==> config.mk <==
export PLATFORM = sky130hd
export DESIGN_NAME = i2c_gpio_target
export DESIGN_NICKNAME = d
export VERILOG_FILES = /design/src/rtl/i2c_gpio_pkg.sv /design/src/rtl/i2c_line_filter.sv /design/src/rtl/i2c_gpio_target.sv
export SDC_FILE = /design/constraint.sdc
export NUM_CORES = 1
export LEC_CHECK = 0
export CAP_MARGIN = 10
export CELL_PAD_IN_SITES_DETAIL_PLACEMENT = 1
export CELL_PAD_IN_SITES_GLOBAL_PLACEMENT = 2
export CORE_MARGIN = 4
export CORE_UTILIZATION = 43
export DETAILED_ROUTE_END_ITERATION = 7
export GPL_TIMING_DRIVEN = 0
export PLACE_DENSITY_LB_ADDON = 0.12
export SYNTH_ARGS = -nofsm -noshare
export SYNTH_HDL_FRONTEND = slang
export SYNTH_SLANG_ARGS = --single-unit
export TNS_END_PERCENT = 30
==> constraint.sdc <==
create_clock -name i_clk -period 5.5 [get_ports i_clk]
set_input_delay 0.825 -clock i_clk [delete_from_list [all_inputs] [get_ports i_clk]]
set_output_delay 0.825 -clock i_clk [all_outputs]
set_load 0.02 [all_outputs]
==> src/rtl/i2c_gpio_pkg.sv <==
// Shared types and constants for the I2C GPIO expander target.
// Register indices match the PCA9554 register map.
package i2c_gpio_pkg;

    typedef enum logic [3:0] {
        IDLE,
        ADDR,
        ADDR_ACK,
        PTR,
        PTR_ACK,
        WDATA,
        WDATA_ACK,
        RDATA,
        RDATA_ACK,
        IGNORE
    } state_t;

    localparam logic [1:0] REG_INPUT    = 2'd0;
    localparam logic [1:0] REG_OUTPUT   = 2'd1;
    localparam logic [1:0] REG_POLARITY = 2'd2;
    localparam logic [1:0] REG_CONFIG   = 2'd3;

    localparam logic [7:0] OUTPUT_RST   = 8'hFF;
    localparam logic [7:0] POLARITY_RST = 8'h00;
    localparam logic [7:0] CONFIG_RST   = 8'hFF;

endpackage

==> src/rtl/i2c_line_filter.sv <==
// Synchronizer plus hold filter for one I2C line, with edge strobes.
// Strobes are aligned with the cycle the filtered level first changes.
module i2c_line_filter #(
    parameter int SYNC_STAGES = 2,
    parameter int FILTER_LEN  = 3
) (
    input  logic i_clk,
    input  logic i_reset_n,
    input  logic i_pin,
    output logic o_level,
    output logic o_rise,
    output logic o_fall
);

    logic [SYNC_STAGES-1:0] sync_q, sync_d;
    logic [FILTER_LEN-1:0]  hist_q, hist_d;
    logic level_q, level_d;
    logic rise_q, rise_d;
    logic fall_q, fall_d;

    always_comb begin
        sync_d  = {sync_q[SYNC_STAGES-2:0], i_pin};
        hist_d  = (hist_q << 1) | FILTER_LEN'(sync_q[SYNC_STAGES-1]);
        level_d = level_q;
        if (&hist_q) begin
            level_d = 1'b1;
        end else if (~|hist_q) begin
            level_d = 1'b0;
        end
        rise_d = level_d & ~level_q;
        fall_d = ~level_d & level_q;
    end

    always_ff @(posedge i_clk or negedge i_reset_n) begin
        if (!i_reset_n) begin
            sync_q  <= '1;
            hist_q  <= '1;
            level_q <= 1'b1;
            rise_q  <= 1'b0;
            fall_q  <= 1'b0;
        end else begin
            sync_q  <= sync_d;
            hist_q  <= hist_d;
            level_q <= level_d;
            rise_q  <= rise_d;
            fall_q  <= fall_d;
        end
    end

    assign o_level = level_q;
    assign o_rise  = rise_q;
    assign o_fall  = fall_q;

endmodule

==> src/rtl/i2c_gpio_target.sv <==
// I2C target exposing a PCA9554-style 8-bit GPIO expander.
// Bits sampled on SCL rise; SDA drive updated only after SCL fall.
module i2c_gpio_target
    import i2c_gpio_pkg::*;
#(
    parameter logic [6:0] I2C_ADDR    = 7'h20,
    parameter int         SYNC_STAGES = 2,
    parameter int         FILTER_LEN  = 3
) (
    input  logic       i_clk,
    input  logic       i_reset_n,
    input  logic       i_scl,
    input  logic       i_sda,
    output logic       o_sda_oe,
    input  logic [7:0] i_gpio_in,
    output logic [7:0] o_gpio_out,
    output logic [7:0] o_gpio_oe,
    output logic       o_busy
);

    logic scl_lvl, scl_rise, scl_fall;
    logic sda_lvl, sda_rise, sda_fall;

    i2c_line_filter #(.SYNC_STAGES(SYNC_STAGES), .FILTER_LEN(FILTER_LEN)) u_scl (
        .i_clk(i_clk), .i_reset_n(i_reset_n), .i_pin(i_scl),
        .o_level(scl_lvl), .o_rise(scl_rise), .o_fall(scl_fall)
    );

    i2c_line_filter #(.SYNC_STAGES(SYNC_STAGES), .FILTER_LEN(FILTER_LEN)) u_sda (
        .i_clk(i_clk), .i_reset_n(i_reset_n), .i_pin(i_sda),
        .o_level(sda_lvl), .o_rise(sda_rise), .o_fall(sda_fall)
    );

    state_t     state_q, state_d;
    logic [2:0] bit_q, bit_d;
    logic [7:0] sh_q, sh_d;
    logic [7:0] tx_q, tx_d;
    logic [1:0] ptr_q, ptr_d;
    logic       rw_q, rw_d;
    logic       phase_q, phase_d;
    logic       sda_oe_q, sda_oe_d;
    logic       busy_q;
    logic [7:0] out_q, out_d;
    logic [7:0] pol_q, pol_d;
    logic [7:0] cfg_q, cfg_d;
    logic [7:0] gpio_oe_q;
    logic [7:0] gpio_s1_q, gpio_s2_q;

    logic       start, stop;
    logic [7:0] byte_in;
    logic [1:0] rd_ptr;
    logic [7:0] rd_data;

    // A simultaneous SCL edge makes an SDA change a data bit, not a condition.
    assign start   = sda_fall & scl_lvl & ~scl_rise & ~scl_fall;
    assign stop    = sda_rise & scl_lvl & ~scl_rise & ~scl_fall;
    assign byte_in = {sh_q[6:0], sda_lvl};

    always_comb begin
        rd_ptr = (state_q == RDATA_ACK) ? ptr_q + 2'd1 : ptr_q;
        unique case (rd_ptr)
            REG_INPUT:    rd_data = gpio_s2_q ^ pol_q;
            REG_OUTPUT:   rd_data = out_q;
            REG_POLARITY: rd_data = pol_q;
            default:      rd_data = cfg_q;
        endcase
    end

    always_comb begin
        state_d  = state_q;
        bit_d    = bit_q;
        sh_d     = sh_q;
        tx_d     = tx_q;
        ptr_d    = ptr_q;
        rw_d     = rw_q;
        phase_d  = phase_q;
        sda_oe_d = sda_oe_q;
        out_d    = out_q;
        pol_d    = pol_q;
        cfg_d    = cfg_q;
        unique case (1'b1)
            start: begin
                state_d  = ADDR;
                bit_d    = 3'd0;
                sda_oe_d = 1'b0;
            end
            stop: begin
                state_d  = IDLE;
                sda_oe_d = 1'b0;
            end
            scl_rise: begin
                unique case (state_q)
                    ADDR, PTR, WDATA: begin
                        sh_d  = byte_in;
                        bit_d = bit_q + 3'd1;
                        if (bit_q == 3'd7) begin
                            phase_d = 1'b0;
                            unique case (state_q)
                                ADDR: begin
                                    rw_d    = byte_in[0];
                                    state_d = (byte_in[7:1] == I2C_ADDR)
                                            ? ADDR_ACK : IGNORE;
                                end
                                PTR: begin
                                    ptr_d   = byte_in[1:0];
                                    state_d = PTR_ACK;
                                end
                                default: begin
                                    unique case (ptr_q)
                                        REG_OUTPUT:   out_d = byte_in;
                                        REG_POLARITY: pol_d = byte_in;
                                        REG_CONFIG:   cfg_d = byte_in;
                                        default:      ;
                                    endcase
                                    ptr_d   = ptr_q + 2'd1;
                                    state_d = WDATA_ACK;
                                end
                            endcase
                        end
                    end
                    ADDR_ACK, PTR_ACK, WDATA_ACK: phase_d = 1'b1;
                    RDATA: begin
                        bit_d = bit_q + 3'd1;
                        if (bit_q == 3'd7) begin
                            phase_d = 1'b0;
                            state_d = RDATA_ACK;
                        end
                    end
                    RDATA_ACK: begin
                        if (sda_lvl) begin
                            state_d = IGNORE;
                        end else begin
                            phase_d = 1'b1;
                        end
                    end
                    default: ;
                endcase
            end
            scl_fall: begin
                unique case (state_q)
                    ADDR_ACK, PTR_ACK, WDATA_ACK: begin
                        sda_oe_d = ~phase_q;
                        if (phase_q) begin
                            if (state_q == ADDR_ACK && rw_q) begin
                                state_d  = RDATA;
                                tx_d     = rd_data;
                                sda_oe_d = ~rd_data[7];
                            end else if (state_q == ADDR_ACK) begin
                                state_d = PTR;
                            end else begin
                                state_d = WDATA;
                            end
                        end
                    end
                    RDATA: begin
                        tx_d     = tx_q << 1;
                        sda_oe_d = ~tx_q[6];
                    end
                    RDATA_ACK: begin
                        sda_oe_d = 1'b0;
                        if (phase_q) begin
                            ptr_d    = ptr_q + 2'd1;
                            tx_d     = rd_data;
                            sda_oe_d = ~rd_data[7];
                            state_d  = RDATA;
                        end
                    end
                    default: ;
                endcase
            end
            default: ;
        endcase
    end

    always_ff @(posedge i_clk or negedge i_reset_n) begin
        if (!i_reset_n) begin
            state_q   <= IDLE;
            bit_q     <= 3'd0;
            sh_q      <= 8'h00;
            tx_q      <= 8'h00;
            ptr_q     <= 2'd0;
            rw_q      <= 1'b0;
            phase_q   <= 1'b0;
            sda_oe_q  <= 1'b0;
            busy_q    <= 1'b0;
            out_q     <= OUTPUT_RST;
            pol_q     <= POLARITY_RST;
            cfg_q     <= CONFIG_RST;
            gpio_oe_q <= ~CONFIG_RST;
            gpio_s1_q <= 8'h00;
            gpio_s2_q <= 8'h00;
        end else begin
            state_q   <= state_d;
            bit_q     <= bit_d;
            sh_q      <= sh_d;
            tx_q      <= tx_d;
            ptr_q     <= ptr_d;
            rw_q      <= rw_d;
            phase_q   <= phase_d;
            sda_oe_q  <= sda_oe_d;
            busy_q    <= (state_d != IDLE);
            out_q     <= out_d;
            pol_q     <= pol_d;
            cfg_q     <= cfg_d;
            gpio_oe_q <= ~cfg_d;
            gpio_s1_q <= i_gpio_in;
            gpio_s2_q <= gpio_s1_q;
        end
    end

    assign o_sda_oe   = sda_oe_q;
    assign o_busy     = busy_q;
    assign o_gpio_out = out_q;
    assign o_gpio_oe  = gpio_oe_q;

endmodule

==> qor.txt <==
=============================================================================
Clock tree from TritonCTS                                                done
Path class of the lowest-slack min-delay path                      reg -> reg
Routed vias/inst                                                         5.48
Cell type with the largest total area after synthesis                 dfrtp_1
Cell types with the largest area share after synthesis           dfrtp_1 (39%), dfstp_2 (18%), mux2_2 (8.8%)
Family with the most delay on the worst path                     buffers and inverters
Storage element area                                                2310 um^2
Critical path data required time                                      5740 ps
Maximum number of pins on one net before global-route repair               58
Actual transition at the worst max-transition pin                      737 ps
Number of flops mapped to enable cells by yosys                             0
Area of the multi-input gates                                       1650 um^2
Global-route wire length before repair                              16,100 um
Leakage power figure                                                  2.06 nW
Resized Gates After CTS                                                     0
Final Setup Violations                                                      0
Dominant synthesized flop cell                                        dfrtp_1
CP Buf/Inv Count                                                            4
Final weighted congestion in routability-driven placement               0.849
Clock skew                                                            9.51 ps
Upper clock frequency limit                                           355 MHz
Overall via count from detail_route                                     2,765
Max IR drop VDD                                                        189 uV
Rows                                                                       35
Final antenna-violating net count                                           0
Antenna diode count                                                         0
DRC viols                                                                   0
Pins Over Slew Limit                                                        0
Final Cycle Share                                                       0.512
TritonCTS Buffers                                                           9
CORE AREA                                                           9240 um^2
Nets in the synthesized netlist                                           347
Worst relative slew slack                                               0.504
Power per cell area                                               303 nW/um^2
Final HPWL from detailed placement                                    6580 um
Hold Buf Count CTS                                                          0
Slowest cell on the critical path                                     mux2i_1
Ports placed on the boundary                                               30
Max cap viols                                                               0
Syn. warnings                                                               0
Final setup TNS                                                          0 ps
Clock-pin transition on the worst setup and hold timing paths          100 ps
Initial cell density of the core                                        0.441
Average instance area after synthesis                               12.4 um^2
Maximum fanout along the worst path                                        10
Area of the die                                                   11,100 um^2
Standard cell area after detailed placement                         4560 um^2
Antenna violations before repair                                            0
Unrepaired setup endpoints after global routing                            no
Endpoint class of the critical path                                  register
Yosys reg bits                                                             91
Overall fraction of global-route tracks in use                          0.187
Clock sink count                                                           91
Final wirelength                                                      9360 um
Wire per inst                                                         18.5 um
Syn Std Cell Area                                                   4080 um^2
Critical path arrival                                                 3050 ps
Post-CTS repair timing setup buffer count                                   0
Library cell used as clock root buffer                               clkbuf_8
Vertical die dimension                                                 105 um
Maximum clock insertion buffer count                                        2
Detailed router's first-iteration violation count                          74
CP cell instances                                                clkbuf_1 -> inv_1 -> ha_1 -> inv_1 -> mux2i_1 -> buf_2 -> mux2i_1 -> o221ai_1
Post-synthesis cell count                                                 330
Hold Fails Final Rpt                                                        0
Growth of design area from synthesis to finish                          16.4%
Portion of the post-synthesis area used by sequential elements          0.567
Type of element launching the critical path                          register
Die extent in x                                                        105 um
Worst slack, placed                                                   2680 ps
Maximum cell stage delay along the critical path                       510 ps
Post-layout net count                                                     388
Share of cells above drive strength 1                                   0.255
Vias in the first global route                                          3,009
Design Area, Final                                                  4750 um^2
Setup slack after layout                                              2690 ps
Outcome                                                             completed
Pre-Repair DR Iteration Count                                               4
Async set or reset register ratio after synthesis                        1.00
Most frequently used cell type in the post-synthesis netlist          dfrtp_1
Leading post-synthesis cells by instance count                   dfrtp_1 (63), mux2_2 (32), dfstp_2 (28)
Fillers                                                                   983
Start-to-end type of the worst setup path                          reg -> reg
Minimum period implied by the final worst setup slack                 2810 ps
Number of distinct library cells after synthesis                           61
Share of the core filled with cells                                     0.514
H-tree depth                                                                3
Share of Yosys cell area claimed by the top area cell type              0.387
Count of input and output buffers                                          29
Clk_lat worst skew                                                     380 ps
Total congestion overflow                                                   0
=============================================================================
path summary, 6_finish.rpt:
path	from	endpoint	slack (ps)	cells after the start
worst min-delay path	gpio_s1_q[4]	gpio_s2_q[4]	350	0
min in group asynchronous	i_reset_n	state_q[0]	400	1
max in group asynchronous	i_reset_n	o_gpio_out[4]	4420	2
worst max-delay path	ptr_q[0]	tx_q[2]	2690	8
worst min register to register	gpio_s1_q[4]	gpio_s2_q[4]	350	0
worst max register to register	ptr_q[0]	tx_q[2]	2690	8
kinds of logic after synthesis:
logic type      synth area share
buf+inv                   0.0288
simple gates               0.117
mux                        0.128
fa+ha+maj                 0.0202
compound gates             0.122
xor+xnor                  0.0172
flops                      0.567
cell usage in the layout (no fill, tap or decap), types with 3 or more instances in the layout:
master / count
nor3b_1: 3
nor2_1: 10
a31oi_1: 3
clkbuf_8: 9
and2b_1: 3
nand3_1: 3
o21ai_0: 14
nor2b_1: 3
inv_6: 4
clkdlybuf4s50_1: 28
xor2_1: 7
nor3_1: 4
buf_2: 7
a22oi_1: 7
a21oi_1: 12
dfstp_2: 28
clkbuf_1: 7
mux2_2: 32
buf_4: 3
ha_1: 5
a22o_1: 3
dfrtp_1: 63
and2_1: 4
nand2_1: 27
mux2i_1: 16
o221ai_1: 8
inv_1: 8
nor4b_1: 5
nand4_1: 3
sequential cells by signal, summed over array words and instances, names as in the netlist, 7 cells and up:
| name | flops |
|---|---|
| gpio_s1_q | 8 |
| o_gpio_oe | 8 |
| cfg_q | 8 |
| tx_q | 7 |
| gpio_s2_q | 8 |
| o_gpio_out | 8 |
| pol_q | 8 |
| sh_q | 7 |
metrics by stage:
step	hold slack (ps)	total power, mW	std cells
after floorplan	331	0.915	330
after detailed placement	336	1.01	489
after global placement	332	1.00	488
after CTS	359	1.46	505
after global routing	362	1.53	505
final	354	1.44	505
power by group:
group	switching, mW	total, mW	internal [mW]	leakage [nW]
logic	0.150	0.245	0.0954	0.880
clock network	0.262	0.439	0.177	0.0997
registers	0.0399	0.753	0.713	1.08
total	0.452	1.44	0.985	2.06
final cells by class:
type / count / area share
flip-flops and latches: 91 / 0.487
multi-input cells: 214 / 0.347
repair buffers: 30 / 0.0664
well taps: 129 / 0.0340
clock buffers: 9 / 0.0261
plain buffers: 17 / 0.0185
clock inverters: 7 / 0.0142
inverters: 8 / 0.00633
per-layer routing:
layer	vias up	GRT usage	wire (um)
li1	1298	-	-
met4	0	0.0394	82
met2	41	0.285	4330
met3	8	0.0557	398
met5	-	0	0
met1	1418	0.264	4550
(Power assumes the default switching activity.)
